`config.mk`:
```
export PLATFORM = sky130hd
export DESIGN_NAME = body_temp_ctrl_flat
export DESIGN_NICKNAME = d
export VERILOG_FILES = /design/src/rtl/body_temp_pkg.sv /design/src/rtl/body_temp_ctrl_if.sv /design/src/rtl/bcd_shift_conv.sv /design/src/rtl/body_temp_ctrl.sv /design/src/flat_wrapper.sv
export SDC_FILE = /design/constraint.sdc
export NUM_CORES = 1
export LEC_CHECK = 0
export BUFFER_PORTS_ARGS = -buffer_cell sky130_fd_sc_hd__buf_4
export CAP_MARGIN = 20
export CORE_ASPECT_RATIO = 2
export CORE_MARGIN = 10
export CORE_UTILIZATION = 28
export DETAILED_ROUTE_END_ITERATION = 10
export PLACE_DENSITY = 0.55
export SETUP_SLACK_MARGIN = 0.15
export SLEW_MARGIN = 30
export SYNTH_ARGS = -nofsm -noshare
export SYNTH_HDL_FRONTEND = slang
export SYNTH_SLANG_ARGS = --single-unit
export TNS_END_PERCENT = 30
```
`constraint.sdc`:
```
create_clock -name clk -period 5.22 [get_ports clk]
set_input_delay 0.261 -clock clk [delete_from_list [all_inputs] [get_ports clk]]
set_output_delay 0.261 -clock clk [all_outputs]
set_load 0.03 [all_outputs]
```
`src/rtl/body_temp_pkg.sv`:
```
// Shared types and constants for the body-temperature channel.
// Holds the controller state enum, datapath widths, the raw sensor word
// layout and the fraction-to-hundredths weight table.
package body_temp_pkg;

  localparam int unsigned RAW_W  = 15;
  localparam int unsigned VAL_W  = 8;
  localparam int unsigned BCD_W  = 4;
  localparam int unsigned INT_W  = 7;
  localparam int unsigned FRAC_N = 7;

  // Hundredths contributed by raw[7] down to raw[1].
  localparam logic [VAL_W-1:0] FRAC_WEIGHT [FRAC_N] =
    '{8'd50, 8'd25, 8'd12, 8'd6, 8'd3, 8'd2, 8'd1};

  // Raw sensor word: [14:8] integer degrees, [7:1] binary fraction, [0] unused.
  typedef struct packed {
    logic [INT_W-1:0]  int_part;
    logic [FRAC_N-1:0] frac;
    logic              lsb;
  } raw_t;

  typedef enum logic [2:0] {
    ST_IDLE,
    ST_REQ,
    ST_AVG,
    ST_CONV_INT,
    ST_CONV_DEC,
    ST_DONE
  } state_e;

  // Weighted sum of the fraction bits; tops out at 99.
  function automatic logic [VAL_W-1:0] frac_to_dec(input logic [FRAC_N-1:0] frac);
    logic [VAL_W-1:0] acc;
    acc = '0;
    for (int unsigned i = 0; i < FRAC_N; i++) begin
      if (frac[FRAC_N-1-i]) acc = acc + FRAC_WEIGHT[i];
    end
    return acc;
  endfunction

endpackage

```
`src/rtl/body_temp_ctrl_if.sv`:
```
// Sensor-reader handshake bundle.
//   rd_req  : level read request from the controller
//   rd_ack  : one-cycle data-valid from the reader
//   rd_data : raw 15-bit sensor word, valid with rd_ack
// master = controller side, slave = reader side.
interface body_temp_ctrl_if;
  import body_temp_pkg::*;

  logic rd_req;
  logic rd_ack;
  raw_t rd_data;

  modport master (output rd_req, input rd_ack, input rd_data);
  modport slave  (input rd_req, output rd_ack, output rd_data);
endinterface

```
`src/rtl/bcd_shift_conv.sv`:
```
// Sequential 8-bit binary to 3-digit BCD converter (double dabble).
//   clk, rst  : clock, synchronous active-high reset
//   load, din : start a conversion of din
//   done_c    : high during the 8th shift cycle; digits valid alongside it
//   hun_c/ten_c/one_c : BCD digits after the current shift step
module bcd_shift_conv import body_temp_pkg::*; (
  input  logic             clk,
  input  logic             rst,
  input  logic             load,
  input  logic [VAL_W-1:0] din,
  output logic             done_c,
  output logic [BCD_W-1:0] hun_c,
  output logic [BCD_W-1:0] ten_c,
  output logic [BCD_W-1:0] one_c
);

  localparam int unsigned SH_W  = 3*BCD_W + VAL_W;
  localparam int unsigned CNT_W = $clog2(VAL_W);

  logic [SH_W-1:0]  sh_q;
  logic [SH_W-1:0]  adj_c;
  logic [SH_W-1:0]  nxt_c;
  logic [CNT_W-1:0] cnt_q;
  logic             active_q;

  // One dabble step: add 3 to every digit >= 5, then shift left.
  always_comb begin
    adj_c = sh_q;
    for (int unsigned d = 0; d < 3; d++) begin
      if (sh_q[VAL_W + d*BCD_W +: BCD_W] >= BCD_W'(5))
        adj_c[VAL_W + d*BCD_W +: BCD_W] = sh_q[VAL_W + d*BCD_W +: BCD_W] + BCD_W'(3);
    end
    nxt_c = adj_c << 1;
  end

  assign done_c = active_q && (cnt_q == CNT_W'(VAL_W-1));
  assign {hun_c, ten_c, one_c} = nxt_c[SH_W-1 -: 3*BCD_W];

  always_ff @(posedge clk) begin
    if (rst) begin
      sh_q     <= '0;
      cnt_q    <= '0;
      active_q <= 1'b0;
    end else if (load) begin
      sh_q     <= {{(3*BCD_W){1'b0}}, din};
      cnt_q    <= '0;
      active_q <= 1'b1;
    end else if (active_q) begin
      sh_q  <= nxt_c;
      cnt_q <= cnt_q + CNT_W'(1);
      if (done_c) active_q <= 1'b0;
    end
  end

endmodule

```
`src/rtl/body_temp_ctrl.sv`:
```
// Body-temperature sampling controller with sequential BCD conversion.
// Schedules periodic (en) or on-demand (start) sensor reads over the rd
// handshake, splits the raw word into integer/hundredths, converts both
// with one shared bcd_shift_conv and publishes results with a valid pulse.
//   clk, rst      : clock, synchronous active-high reset
//   en, start     : periodic sampling enable, immediate-sample request
//   rd            : sensor reader handshake (master side)
//   temp_int/dec  : binary integer degrees / hundredths
//   int_*/dec_*   : BCD digits
//   valid, busy, fever, timeout : status
// Optional macro BODY_TEMP_AVG_EN: 4-deep raw history averaged before conversion.
module body_temp_ctrl import body_temp_pkg::*; #(
  parameter int unsigned SAMPLE_DIV  = 50_000_000,
  parameter int unsigned ACK_TIMEOUT = 1_000_000,
  parameter int unsigned FEVER_INT   = 37,
  parameter int unsigned FEVER_DEC   = 30
) (
  input  logic                clk,
  input  logic                rst,
  input  logic                en,
  input  logic                start,
  body_temp_ctrl_if.master    rd,
  output logic [VAL_W-1:0]    temp_int,
  output logic [VAL_W-1:0]    temp_dec,
  output logic [BCD_W-1:0]    int_hun,
  output logic [BCD_W-1:0]    int_ten,
  output logic [BCD_W-1:0]    int_one,
  output logic [BCD_W-1:0]    dec_ten,
  output logic [BCD_W-1:0]    dec_one,
  output logic                valid,
  output logic                busy,
  output logic                fever,
  output logic                timeout
);

  localparam int unsigned TICK_W = (SAMPLE_DIV > 1) ? $clog2(SAMPLE_DIV) : 1;
  localparam int unsigned WAIT_W = (ACK_TIMEOUT > 1) ? $clog2(ACK_TIMEOUT) : 1;

  state_e             state_q, state_d;
  logic               pending_q, pending_d;
  logic [TICK_W-1:0]  tick_q;
  logic               tick_c, trig_c;
  logic [WAIT_W-1:0]  wait_q;
  logic [INT_W-1:0]   raw_int_q;
  logic [FRAC_N-1:0]  raw_frac_q;
  logic [3*BCD_W-1:0] stage_int_q;
  logic               rd_req_q;
  logic               take_c, int_cap_c, publish_c, to_hit_c;
  logic               conv_load_c, conv_done_c;
  logic [VAL_W-1:0]   conv_din_c, dec_c;
  logic [BCD_W-1:0]   conv_hun_c, conv_ten_c, conv_one_c;
  logic               fever_c;
  logic               unused_bits;

  assign rd.rd_req = rd_req_q;
  assign dec_c     = frac_to_dec(raw_frac_q);
  assign fever_c   = (VAL_W'(raw_int_q) > VAL_W'(FEVER_INT)) ||
                     ((VAL_W'(raw_int_q) == VAL_W'(FEVER_INT)) && (dec_c >= VAL_W'(FEVER_DEC)));

`ifdef BODY_TEMP_AVG_EN
  raw_t             hist_q [4];
  logic             hist_vld_q;
  logic [RAW_W+1:0] sum_c;

  assign sum_c = {2'b00, hist_q[0]} + {2'b00, hist_q[1]} +
                 {2'b00, hist_q[2]} + {2'b00, hist_q[3]};
  // sum>>2 drops two bits; its own lsb is the ignored raw bit.
  assign unused_bits = ^sum_c[2:0];

  // First capture after reset seeds every entry; later ones evict the oldest.
  always_ff @(posedge clk) begin
    if (rst) begin
      hist_vld_q <= 1'b0;
      for (int unsigned i = 0; i < 4; i++) hist_q[i] <= '0;
    end else if (take_c) begin
      hist_vld_q <= 1'b1;
      hist_q[0]  <= rd.rd_data;
      for (int unsigned i = 1; i < 4; i++)
        hist_q[i] <= hist_vld_q ? hist_q[i-1] : rd.rd_data;
    end
  end
`else
  // Fraction lsb carries no weight.
  assign unused_bits = rd.rd_data.lsb;
`endif

  // Sample-period tick; held at reload while sampling is disabled.
  assign tick_c = en && (tick_q == '0);
  assign trig_c = tick_c || start;

  always_ff @(posedge clk) begin
    if (rst || !en || tick_c) tick_q <= TICK_W'(SAMPLE_DIV - 1);
    else                      tick_q <= tick_q - TICK_W'(1);
  end

  // State register.
  always_ff @(posedge clk) begin
    if (rst) begin
      state_q   <= ST_IDLE;
      pending_q <= 1'b0;
    end else begin
      state_q   <= state_d;
      pending_q <= pending_d;
    end
  end

  // Next-state and datapath strobes.
  always_comb begin
    state_d     = state_q;
    pending_d   = pending_q;
    take_c      = 1'b0;
    int_cap_c   = 1'b0;
    publish_c   = 1'b0;
    to_hit_c    = 1'b0;
    conv_load_c = 1'b0;
    conv_din_c  = '0;
    if (trig_c && (state_q != ST_IDLE)) pending_d = 1'b1;
    case (state_q)
      ST_IDLE: if (trig_c) state_d = ST_REQ;
      ST_REQ: begin
        if (rd.rd_ack) begin
          take_c = 1'b1;
`ifdef BODY_TEMP_AVG_EN
          state_d = ST_AVG;
`else
          conv_load_c = 1'b1;
          conv_din_c  = VAL_W'(rd.rd_data.int_part);
          state_d     = ST_CONV_INT;
`endif
        end else if (wait_q == WAIT_W'(ACK_TIMEOUT - 1)) begin
          to_hit_c = 1'b1;
          state_d  = ST_IDLE;
        end
      end
`ifdef BODY_TEMP_AVG_EN
      ST_AVG: begin
        conv_load_c = 1'b1;
        conv_din_c  = VAL_W'(sum_c[RAW_W+1 -: INT_W]);
        state_d     = ST_CONV_INT;
      end
`endif
      ST_CONV_INT: begin
        if (conv_done_c) begin
          int_cap_c   = 1'b1;
          conv_load_c = 1'b1;
          conv_din_c  = dec_c;
          state_d     = ST_CONV_DEC;
        end
      end
      ST_CONV_DEC: begin
        if (conv_done_c) begin
          publish_c = 1'b1;
          state_d   = ST_DONE;
        end
      end
      ST_DONE: begin
        if (pending_d) begin
          pending_d = 1'b0;
          state_d   = ST_REQ;
        end else begin
          state_d = ST_IDLE;
        end
      end
      default: state_d = ST_IDLE;
    endcase
    if (!en) pending_d = 1'b0;
  end

  // Registered outputs and datapath; results land on the edge into DONE.
  always_ff @(posedge clk) begin
    if (rst) begin
      rd_req_q    <= 1'b0;
      busy        <= 1'b0;
      valid       <= 1'b0;
      timeout     <= 1'b0;
      fever       <= 1'b0;
      temp_int    <= '0;
      temp_dec    <= '0;
      int_hun     <= '0;
      int_ten     <= '0;
      int_one     <= '0;
      dec_ten     <= '0;
      dec_one     <= '0;
      wait_q      <= '0;
      raw_int_q   <= '0;
      raw_frac_q  <= '0;
      stage_int_q <= '0;
    end else begin
      rd_req_q <= (state_d == ST_REQ);
      busy     <= (state_d != ST_IDLE);
      valid    <= publish_c;
      wait_q   <= ((state_q == ST_REQ) && (state_d == ST_REQ)) ? wait_q + WAIT_W'(1) : '0;
      if (to_hit_c)    timeout <= 1'b1;
      else if (take_c) timeout <= 1'b0;
`ifdef BODY_TEMP_AVG_EN
      if (state_q == ST_AVG) begin
        raw_int_q  <= sum_c[RAW_W+1 -: INT_W];
        raw_frac_q <= sum_c[RAW_W+1-INT_W -: FRAC_N];
      end
`else
      if (take_c) begin
        raw_int_q  <= rd.rd_data.int_part;
        raw_frac_q <= rd.rd_data.frac;
      end
`endif
      if (int_cap_c) stage_int_q <= {conv_hun_c, conv_ten_c, conv_one_c};
      if (publish_c) begin
        temp_int                    <= VAL_W'(raw_int_q);
        temp_dec                    <= dec_c;
        {int_hun, int_ten, int_one} <= stage_int_q;
        dec_ten                     <= conv_ten_c;
        dec_one                     <= conv_one_c;
        fever                       <= fever_c;
      end
    end
  end

  bcd_shift_conv u_conv (
    .clk    (clk),
    .rst    (rst),
    .load   (conv_load_c),
    .din    (conv_din_c),
    .done_c (conv_done_c),
    .hun_c  (conv_hun_c),
    .ten_c  (conv_ten_c),
    .one_c  (conv_one_c)
  );

endmodule

```
`src/flat_wrapper.sv`:
```
// flat-port wrapper written by rule: the top's interface ports become plain ports
module body_temp_ctrl_flat import body_temp_pkg::*;
#(
  parameter int unsigned SAMPLE_DIV  = 50_000_000,
  parameter int unsigned ACK_TIMEOUT = 1_000_000,
  parameter int unsigned FEVER_INT   = 37,
  parameter int unsigned FEVER_DEC   = 30
)
  (clk, rst, en, start, temp_int, temp_dec, int_hun, int_ten, int_one, dec_ten, dec_one, valid, busy, fever, timeout, rd_rd_req, rd_rd_ack, rd_rd_data);
  body_temp_ctrl_if rd_i ();
  input  logic clk;
  input  logic rst;
  input  logic en;
  input  logic start;
  output logic [VAL_W-1:0] temp_int;
  output logic [VAL_W-1:0] temp_dec;
  output logic [BCD_W-1:0] int_hun;
  output logic [BCD_W-1:0] int_ten;
  output logic [BCD_W-1:0] int_one;
  output logic [BCD_W-1:0] dec_ten;
  output logic [BCD_W-1:0] dec_one;
  output logic valid;
  output logic busy;
  output logic fever;
  output logic timeout;
  output wire logic [$bits(rd_i.rd_req)-1:0] rd_rd_req;
  input wire logic [$bits(rd_i.rd_ack)-1:0] rd_rd_ack;
  input wire logic [$bits(rd_i.rd_data)-1:0] rd_rd_data;
  assign rd_rd_req = rd_i.rd_req;
  assign rd_i.rd_ack = rd_rd_ack;
  assign rd_i.rd_data = rd_rd_data;
  body_temp_ctrl #(.SAMPLE_DIV(SAMPLE_DIV), .ACK_TIMEOUT(ACK_TIMEOUT), .FEVER_INT(FEVER_INT), .FEVER_DEC(FEVER_DEC)) u_core (.clk(clk), .rst(rst), .en(en), .start(start), .rd(rd_i), .temp_int(temp_int), .temp_dec(temp_dec), .int_hun(int_hun), .int_ten(int_ten), .int_one(int_one), .dec_ten(dec_ten), .dec_one(dec_one), .valid(valid), .busy(busy), .fever(fever), .timeout(timeout));
endmodule
```
Yosys cells after proc, flatten, opt, wreduce, memory -nomap -nowiden
Index checks and enable logic that the tools add are counted.
{"block": "totals", "input_bits": 20, "regBits": 140, "elab_cells": 106, "out_inout_bits": 41}
{"block": "classes", "magnitude_cmp": 5, "muxes": 37, "n_bitwise": 2, "addsub": 12, "eq_ne": 8, "reduce_logical": 19}
{"operator": "8-bit 2-to-1 mux", "n": 9}
{"operator": "26-bit logical NOT", "n": 1}
{"operator": "26-bit by 1-bit subtractor with 26-bit output (second input constant)", "n": 1}
{"operator": "20-bit by 1-bit adder with 20-bit output (second input constant)", "n": 1}
{"operator": "20-bit equality test (second input constant)", "n": 1}
{"operator": "3-bit 2-to-1 mux", "n": 6}
{"operator": "8-bit by 2-bit adder with 8-bit output (second input constant)", "n": 2}
{"operator": "8-bit one-hot mux with 2 select lines", "n": 1}
{"operator": "1-bit 2-to-1 mux", "n": 15}
{"operator": "3-bit one-hot mux with 5 select lines", "n": 1}
{"operator": "4-bit by 3-bit greater-or-equal comparator with 1-bit output (second input constant)", "n": 3}
{"operator": "3-bit equality test (second input constant)", "n": 3}
{"operator": "4-bit by 2-bit adder with 4-bit output (second input constant)", "n": 2}
{"operator": "8-bit by 1-bit adder with 8-bit output (second input constant)", "n": 1}
{"operator": "8-bit by 3-bit adder with 8-bit output (second input constant)", "n": 1}
{"operator": "8-bit by 4-bit adder with 8-bit output (second input constant)", "n": 1}
{"operator": "8-bit by 5-bit greater-or-equal comparator with 1-bit output (second input constant)", "n": 1}
{"operator": "4-bit 2-to-1 mux", "n": 2}
{"operator": "6-bit by 5-bit adder with 7-bit output (second input constant)", "n": 1}
{"operator": "7-bit by 6-bit equality test with 1-bit output (second input constant)", "n": 1}
{"operator": "7-bit by 6-bit > comparator with 1-bit output (second input constant)", "n": 1}
{"operator": "7-bit 2-to-1 mux", "n": 1}
{"operator": "3-bit by 1-bit equality test with 1-bit output (second input constant)", "n": 2}
{"operator": "6-bit 2-to-1 mux", "n": 1}
{"operator": "other kinds (13)", "n": 24}

Logic depth before layout (Yosys ltp)
Gate-level depths: netlist (run 1).
{"block": "depth", "word_depth": 16, "ltp_mapped": 15}

Cells and area by module
A second synthesis (run 1) with hierarchy kept.
{"block": "unflattened", "cells_unflattened": 808, "hier_area_um2": 6603.8}
{"module": "body_temp_ctrl", "cells_per_inst": 636, "area_each_um2": 5216.3, "instances": 1, "seq_area_each_um2": 2322.2}
{"module": "bcd_shift_conv", "cells_per_inst": 172, "area_each_um2": 1387.6, "instances": 1, "seq_area_each_um2": 480.5}

Worst setup path after synthesis (run 1)
Ideal clock, no wire load.
{"block": "synth_timing", "kind": "reg-to-reg", "start": "reg u_core.raw_frac_q[4]", "end": "reg u_core.fever", "period_less_slack_ns": 3.508, "required_time_ns": 5.151, "setup_slack_ns": 1.712, "arrival_time_ns": 3.439, "setup_time_ns": 0.069, "path_stages_with_launch": 16, "path_cell_list": "dfxtp_1 -> inv_1 -> ha_1 -> nand2b_1 -> and3b_1 -> or2_2 -> ha_1 -> and2_1 -> xor3_1 -> a21o_1 -> and2_1 -> nor2_1 -> a2111oi_0 -> or4_1 -> nor4bb_1 -> o21ai_1"}
{"block": "synth_between", "elab_chain_len": 12}
{"element": "start, declared", "line": "body_temp_ctrl.sv:45", "source": "logic [FRAC_N-1:0] raw_frac_q;"}
{"element": "start signal, assigned", "line": "body_temp_ctrl.sv:203", "source": "raw_frac_q <= rd.rd_data.frac;"}
{"element": "8-bit 2-to-1 mux (*)", "line": "body_temp_pkg.sv:37", "source": "if (frac[FRAC_N-1-i]) acc = acc + FRAC_WEIGHT[i];"}
{"element": "8-bit by 3-bit adder with 8-bit output", "line": "body_temp_pkg.sv:37"}
{"element": "8-bit 2-to-1 mux (*)", "line": "body_temp_pkg.sv:37"}
{"element": "8-bit by 2-bit adder with 8-bit output", "line": "body_temp_pkg.sv:37"}
{"element": "8-bit 2-to-1 mux (*)", "line": "body_temp_pkg.sv:37"}
{"element": "8-bit by 2-bit adder with 8-bit output", "line": "body_temp_pkg.sv:37"}
{"element": "8-bit 2-to-1 mux (*)", "line": "body_temp_pkg.sv:37"}
{"element": "8-bit by 1-bit adder with 8-bit output", "line": "body_temp_pkg.sv:37"}
{"element": "8-bit 2-to-1 mux (*)", "line": "body_temp_pkg.sv:37"}
{"element": "8-bit by 5-bit greater-or-equal comparator with 1-bit output (*)", "line": "body_temp_ctrl.sv:58", "source": "((VAL_W'(raw_int_q) == VAL_W'(FEVER_INT)) && (dec_c >= VAL_W'(FEVER_DEC)));"}
{"element": "1-bit logical AND (*)", "line": "body_temp_ctrl.sv:58"}
{"element": "1-bit logical OR (*)", "line": "body_temp_ctrl.sv:57", "source": "assign fever_c = (VAL_W'(raw_int_q) > VAL_W'(FEVER_INT)) ||"}
{"element": "end signal, assigned", "line": "body_temp_ctrl.sv:213", "source": "fever <= fever_c;"}
{"element": "end, declared", "line": "body_temp_ctrl.sv:32", "source": "output logic fever,"}
Mark *: on every way between the ends. The rest lies on a longest branch, timed or not.
A chain may end at the register's enable or synchronous reset.

Worst setup path after layout (run 1)
Ends and elaborated chain as after synthesis.

==> impl_metrics.ini, run 1 <==
[clock_tree]
post_cts_buffers = 0
cts_sinks = 140
ctsResizeCount = 0
path_clk_slew_ps = 60
ctsHtreeMaxLevel = 4
cts_tree = done
postCtsHoldBufs = 0
clock_latency_ps = 420
cts_root_buffer = clkbuf_16
cts.path.max_buffers = 2
numCtsBuffers = 17

[critical_path]
critPathMaxFanout = 9
crit_path_max_incr_delay_ps = 600
critPathRequiredTime_ps = 5580
critPathKind = reg2reg
cp_slowest_cell = or4_1
path_buf_inv = 1
path_cells = inv_1, ha_1, nand2b_1, and3b_1, or2_2, ha_1, and2_1, xor3_1, a21o_1, and2_1, nor2_1, a2111oi_0, or4_1, nor4bb_1, o21ai_1
worstSetupEndpointType = register
path_delay_family = simple AND/OR/NAND/NOR gates
cp_num_cells = 15
crit_arrival_ps = 4310
cp-start-kind = register
rr_worst_depth = 15

[global_routing]
overflow = 0
grt_antenna_before_repair = 0
grt_max_degree = 81
grt_pass1_vias = 5353
gr-usage-all-layers_pct = 10.83
grt_pass1_wl_mm = 26.41

[final_layout]
n_antenna_cell = 0
fillers = 2502
fin_cells = 1120
nNetsFinal = 867
syn2layout_area_growth_pct = 20.84
final_area_sq_mm = 0.007916
drive_gt1_share_pct = 12.78

[placed_design]
pre_cts_ws_ps = 1259
place_congestion = 0.7915
placed_area_sq_mm = 0.007259
dp.cells = 1089
io_buffers = 58
dpl.hpwl_mm = 12.07

[floorplanning]
die-area_sq_mm = 0.03029
num_rows = 79
coreArea_sq_mm = 0.02313
die_h_um = 236.3
start_util_pct = 28.32
pin_count = 61
die_width_um = 128.2

[timing]
finalClockSkew_ps = 7.585
max_freq_mhz = 253.0
finalHoldViolations = 0
setup_viol = 0
rsz0062_at_grt = no
worst_pin_slew_ps = 896.2
fin_setup_tns_ps = 0
maxSlewViolCount = 0
fin_crit_ps = 3952
timing.slew.headroom_pct = 40.25
worst_slack_ps = 1268
finalCritPeriodShare_pct = 75.72

[synthesis]
synth-seq-cells = 140
yosys_warnings = 0
synth_area_sq_mm = 0.006551
synth-edff-count = 0
synthCells = 777
synthArstFlopShare_pct = 0
yosysSeqAreaShare_pct = 42.78
yosysUniqueCellTypes = 64
synthesis.nets = 818
synthFlopType = dfxtp_1
avgSynthCellArea_sq_um = 8.432

[run]
cap_violations = 0

[route]
routed_via_density = 4.718
num_vias = 5284
wl_per_cell_um = 14.36
drc_errors = 0
drtAntennaViolNets = 0
wl_mm = 16.08
first_pass_iters = 4
drtIter0Drc = 194

[hold_path]
hold_path.class = in2reg
whs_path_depth = 3

[power_and_ir_drop]
p_leak_nw = 2.895
ir_drop_mv = 0.2102
finalPower_mw = 2.580
powerDensity_mw_per_mm2 = 325.9

[outcome]
status = completed
through the flow:
stage	hold WS, ps	util, %
after floorplan	365.6	-
after global placement	382.4	31.36
after detailed placement	386.3	31.39
after CTS	60.32	34.11
after global routing	77.21	34.23
final	82.55	34.23
flip-flops by register name (all words and copies together), names as in the netlist, 3 cells and up:
signal               cells
u_core.int_hun           4
u_core.dec_ten           4
u_core.tick_q           26
u_core.raw_frac_q        7
u_core.dec_one           4
u_core.temp_dec          8
u_core.u_conv.cnt_q      3
u_core.int_one           4
u_core.state_q           3
u_core.int_ten           4
u_core.stage_int_q      12
u_core.u_conv.sh_q      20
u_core.temp_int          7
u_core.raw_int_q         7
u_core.wait_q           20
Yosys cell counts, drive strengths merged, types with 3 or more instances:
master / instances / share of area [%]
nand2: 146 / 8.5
dfxtp: 140 / 43
nor2: 83 / 4.8
a21oi: 76 / 5.8
clkbuf: 31 / 1.8
xnor2: 31 / 4.1
xor2: 29 / 3.9
ha: 21 / 4.0
inv: 19 / 1.1
nand3: 19 / 1.5
a211oi: 17 / 1.9
mux2i: 17 / 2.6
o21ai: 13 / 0.99
nand2b: 11 / 1.1
nor3: 10 / 0.76
nor3b: 10 / 1.1
and2: 8 / 0.76
and3: 8 / 0.76
nor2b: 8 / 0.76
nor4: 6 / 0.80
a21o: 5 / 0.57
a21boi: 4 / 0.46
nand3b: 4 / 0.46
nand4: 4 / 0.61
nor4b: 4 / 0.76
or3: 4 / 0.38
or4: 4 / 0.52
and4: 3 / 0.40
buf: 3 / 0.34
nand4b: 3 / 0.40
o211ai: 3 / 0.34
o21a: 3 / 0.34
report_power, final:
part	total [mW]	internal [mW]	switching (mW)
registers	1.11	1.09	0.0184
logic	0.170	0.0667	0.104
clock network	1.30	0.865	0.439
total	2.58	2.02	0.561
layout by cell type, fill, tap and decap left out, types with 17 or more instances in the layout:
cell type and instances:
nand2_1 145, dfxtp_1 140, nor2_1 81, a21oi_1 76, buf_4 63, xnor2_1 31
xor2_1 29, ha_1 21, inv_1 19, nand3_1 19, mux2i_1 17, a211oi_1 17
clkbuf_16 17
path summary, 6_finish.rpt:
kind	start	endpoint	slack (ps)
min reg2reg	u_core.tick_q[0]	u_core.tick_q[0]	400
max reg2reg	u_core.raw_frac_q[4]	u_core.fever	1270
max	u_core.raw_frac_q[4]	u_core.fever	1270
min	rd_rd_data[3]	u_core.raw_frac_q[2]	80
routing by layer:
layer / up-vias / wire length (um) / GRT usage, %
met5: - / 0 / 0
met4: 0 / 409 / 5.415
met3: 20 / 515 / 2.898
met2: 55 / 9274 / 20.84
met1: 2481 / 5880 / 9.884
li1: 2728 / - / -
area by class of cell:
cell class              instances  area, sq um  area share, %
repair buffers                 64        500.5          6.322
well taps                     283        354.1          4.473
clock buffers                  22        464.2          5.864
multi-input cells             584         3558          44.95
clock inverters                 8        165.2          2.086
flip-flops and latches        140         2803          35.40
inverters                      19        71.32         0.9009
worst reg2reg max path, delay by kind of cell, from the launching register on:
family	cells	cell delay, ps
AO/OA/AOI/OAI	3	410
buffers and inverters	1	190
XOR/XNOR	1	210
adder cells (fa/ha/maj)	2	510
flip-flops	1	520
AND/OR/NAND/NOR	8	2050
kinds of logic (layout without fill, tap and decap cells):
kind of cell | after synthesis | in the layout | share of synthesized area (%)
AOI/OAI and AO/OA | 139 | 139 | 13.10
xor gates and xnor gates | 62 | 62 | 8.728
adders and majority gates | 22 | 22 | 4.163
buffers and inverters | 53 | 113 | 3.209
DFF | 140 | 140 | 42.78
muxes | 19 | 19 | 2.941
other | 1 | 1 | 0.05724
and+or+nand+nor | 341 | 341 | 25.02
No activity file was read; power rests on OpenSTA's default activity.
==> run 2, diff against run 1 <==
==> constraint.sdc (replaced) <==
create_clock -name clk -period 3.85 [get_ports clk]
set_input_delay 0.1925 -clock clk [delete_from_list [all_inputs] [get_ports clk]]
set_output_delay 0.1925 -clock clk [all_outputs]
set_load 0.03 [all_outputs]
==> run 2 against run 1 <==
  * Design area unchanged
  * Clock power increased by 16%
  * Clock skew increased by 1.5 ps
  * Wire length increased by 1.7%
  * Die area unchanged
  * Via count increased by 2.1%
  * Critical path depth unchanged
  * Critical endpoint unchanged
==> impl_metrics.ini, run 2 (synthesis gave the netlist of run 1 again) <==
[timing]
timing.slew.headroom_pct = 41.89
worst_slack_ps = 349.8
hold_ws_ps = 15.70
setup_viol = 0
finalCritPeriodShare_pct = 90.91
finalHoldViolations = 0
max_freq_mhz = 285.7
fin_crit_ps = 3500
rsz0062_at_grt = no
worst_pin_slew_ps = 871.7
finalClockSkew_ps = 9.058
maxSlewViolCount = 0
fin_setup_tns_ps = 0

[final_layout]
regMostFlops = u_core.tick_q
final_common_cell = nand2_1
drive_gt1_share_pct = 14.17
layout.cells.most_common_list = 145 x nand2_1, 140 x dfxtp_1, 80 x nor2_1
fin_cells = 1130
post-route-util_pct = 34.23
n_antenna_cell = 0
largest_reg_flops = 26
syn2layout_area_growth_pct = 20.84
nNetsFinal = 877
largestRegisters = u_core.tick_q x26, u_core.u_conv.sh_q x20, u_core.wait_q x20

[floorplanning]
coreArea_sq_mm = 0.02313
pin_count = 61
start_util_pct = 28.32
die_h_um = 236.3
die-area_sq_mm = 0.03029
die_width_um = 128.2
num_rows = 79

[placed_design]
place_congestion = 0.7744
dp.cells = 1098
pre_cts_ws_ps = 185.2
io_buffers = 58
dpl.hpwl_mm = 12.29

[route]
drtIter0Drc = 259
met1_length_mm = 5.870
drtAntennaViolNets = 0
wl_mm = 16.35
routed_via_density = 4.773
first_pass_iters = 4
routed.top_layer = met4
wl_met3_um = 570
drc_errors = 0
num_vias = 5394
met2_length_mm = 9.502
wl_per_cell_um = 14.47

[global_routing]
grt_max_degree = 81
grt_antenna_before_repair = 0
overflow = 0
grt_pass1_vias = 5277
grt_pass1_wl_mm = 26.75
gr-usage-all-layers_pct = 11.04

[critical_path]
critPathRequiredTime_ps = 4210
rrSetupSlack_ps = 350
path_common_cell = ha_1
crit_arrival_ps = 3860
worstSetupEndpointType = register
crit_path_max_incr_delay_ps = 560
cp_slowest_cell = or4_1
reg2reg_from = u_core.raw_frac_q[6]
rr_worst_depth = 15
worstSetupEndpoint = u_core.fever
path_cells = inv_1, ha_1, nand2b_1, and3b_1, or2_2, ha_1, and2_1, xor3_1, a21o_1, and2_4, nor2_4, and4_1, or4_1, nor4bb_2, o21ai_1
critPathKind = reg2reg
critPathMaxFanout = 4
startpoint = u_core.raw_frac_q[6]
reg2reg_to = u_core.fever
cp-start-kind = register

[clock_tree]
ctsHtreeMaxLevel = 4
clock_latency_ps = 430
cts_root_buffer = clkbuf_16
post_cts_buffers = 0
path_clk_slew_ps = 60
cts.path.max_buffers = 2
numCtsBuffers = 17
cts_sinks = 140
cts_tree = done

[run]
cap_violations = 0

[power_and_ir_drop]
p_leak_nw = 2.903
powerDensity_mw_per_mm2 = 410.3
ir_drop_mv = 0.3050

[hold_path]
hold_path.class = in2reg

[outcome]
status = completed
-- run 2: cell count changes in the layout (fill, tap and decap cells not counted), sizes merged --
cell         delta
clkinv          +2
bufinv          -4
buf             +9
clkinvlp        +2
dlygate4sd3     +1
-- run 2: worst max-delay path: cells and delay by family, from the launching register on --
kind | cells | cell delay (ps)
AND/OR/NAND/NOR | 9 | 2060
adder cells (fa/ha/maj) | 2 | 460
XOR/XNOR | 1 | 230
flip-flops | 1 | 380
AO/OA/AOI/OAI | 2 | 230
buffers and inverters | 1 | 90
-- run 2: layout make-up --
type | count | area, sq um
inverter | 19 | 71.32
clock buffer | 22 | 464.2
clock inverter | 8 | 70.07
fill | 2517 | 15210
timing repair buffer | 74 | 578.1
tap | 283 | 354.1
sequential | 140 | 2803
multi-input combinational | 584 | 3576
-- run 2: where the power goes --
part	total [mW]	internal (mW)	switching [mW]
logic	0.244	0.0995	0.145
registers	1.50	1.47	0.0232
clock network	1.51	0.908	0.598
-- run 2: repair_timing --
item	4_1_cts	5_1_grt
hold buffers	1	0
hold endpoints to repair	1	0
gates resized for setup	0	6
endpoints found under the setup margin	0	4
-- run 2: layer usage --
layer	global-route usage (%)	vias to the layer above
li1	-	2756
met1	10.20	2550
met2	21.03	69
met3	3.212	19
met4	5.312	0
met5	0	-
-- run 2: worst min-delay path by stage --
| stage | from | endpoint | slack, ps | cells past startpoint |
|---|---|---|---|---|
| final | rd_rd_data[1] | u_core.raw_frac_q[0] | 20 | 3 |
| after global routing | rd_rd_data[6] | u_core.raw_frac_q[5] | 7 | 3 |
| after CTS | rd_rd_data[1] | u_core.raw_frac_q[0] | 1 | 3 |
| after detailed placement | u_core.tick_q[0] | u_core.tick_q[0] | 390 | 1 |
| after global placement | u_core.tick_q[0] | u_core.tick_q[0] | 380 | 1 |
| after floorplan | rd_rd_data[13] | u_core.raw_int_q[5] | 330 | 2 |
-- run 2: per-stage QoR --
step | power, mW | area (sq um)
after detailed placement | 1.773 | 7322
after global placement | 1.771 | 7322
after global routing | 3.389 | 7916
after floorplan | 1.694 | 6551
after CTS | 3.297 | 7866
final | 3.248 | 7916
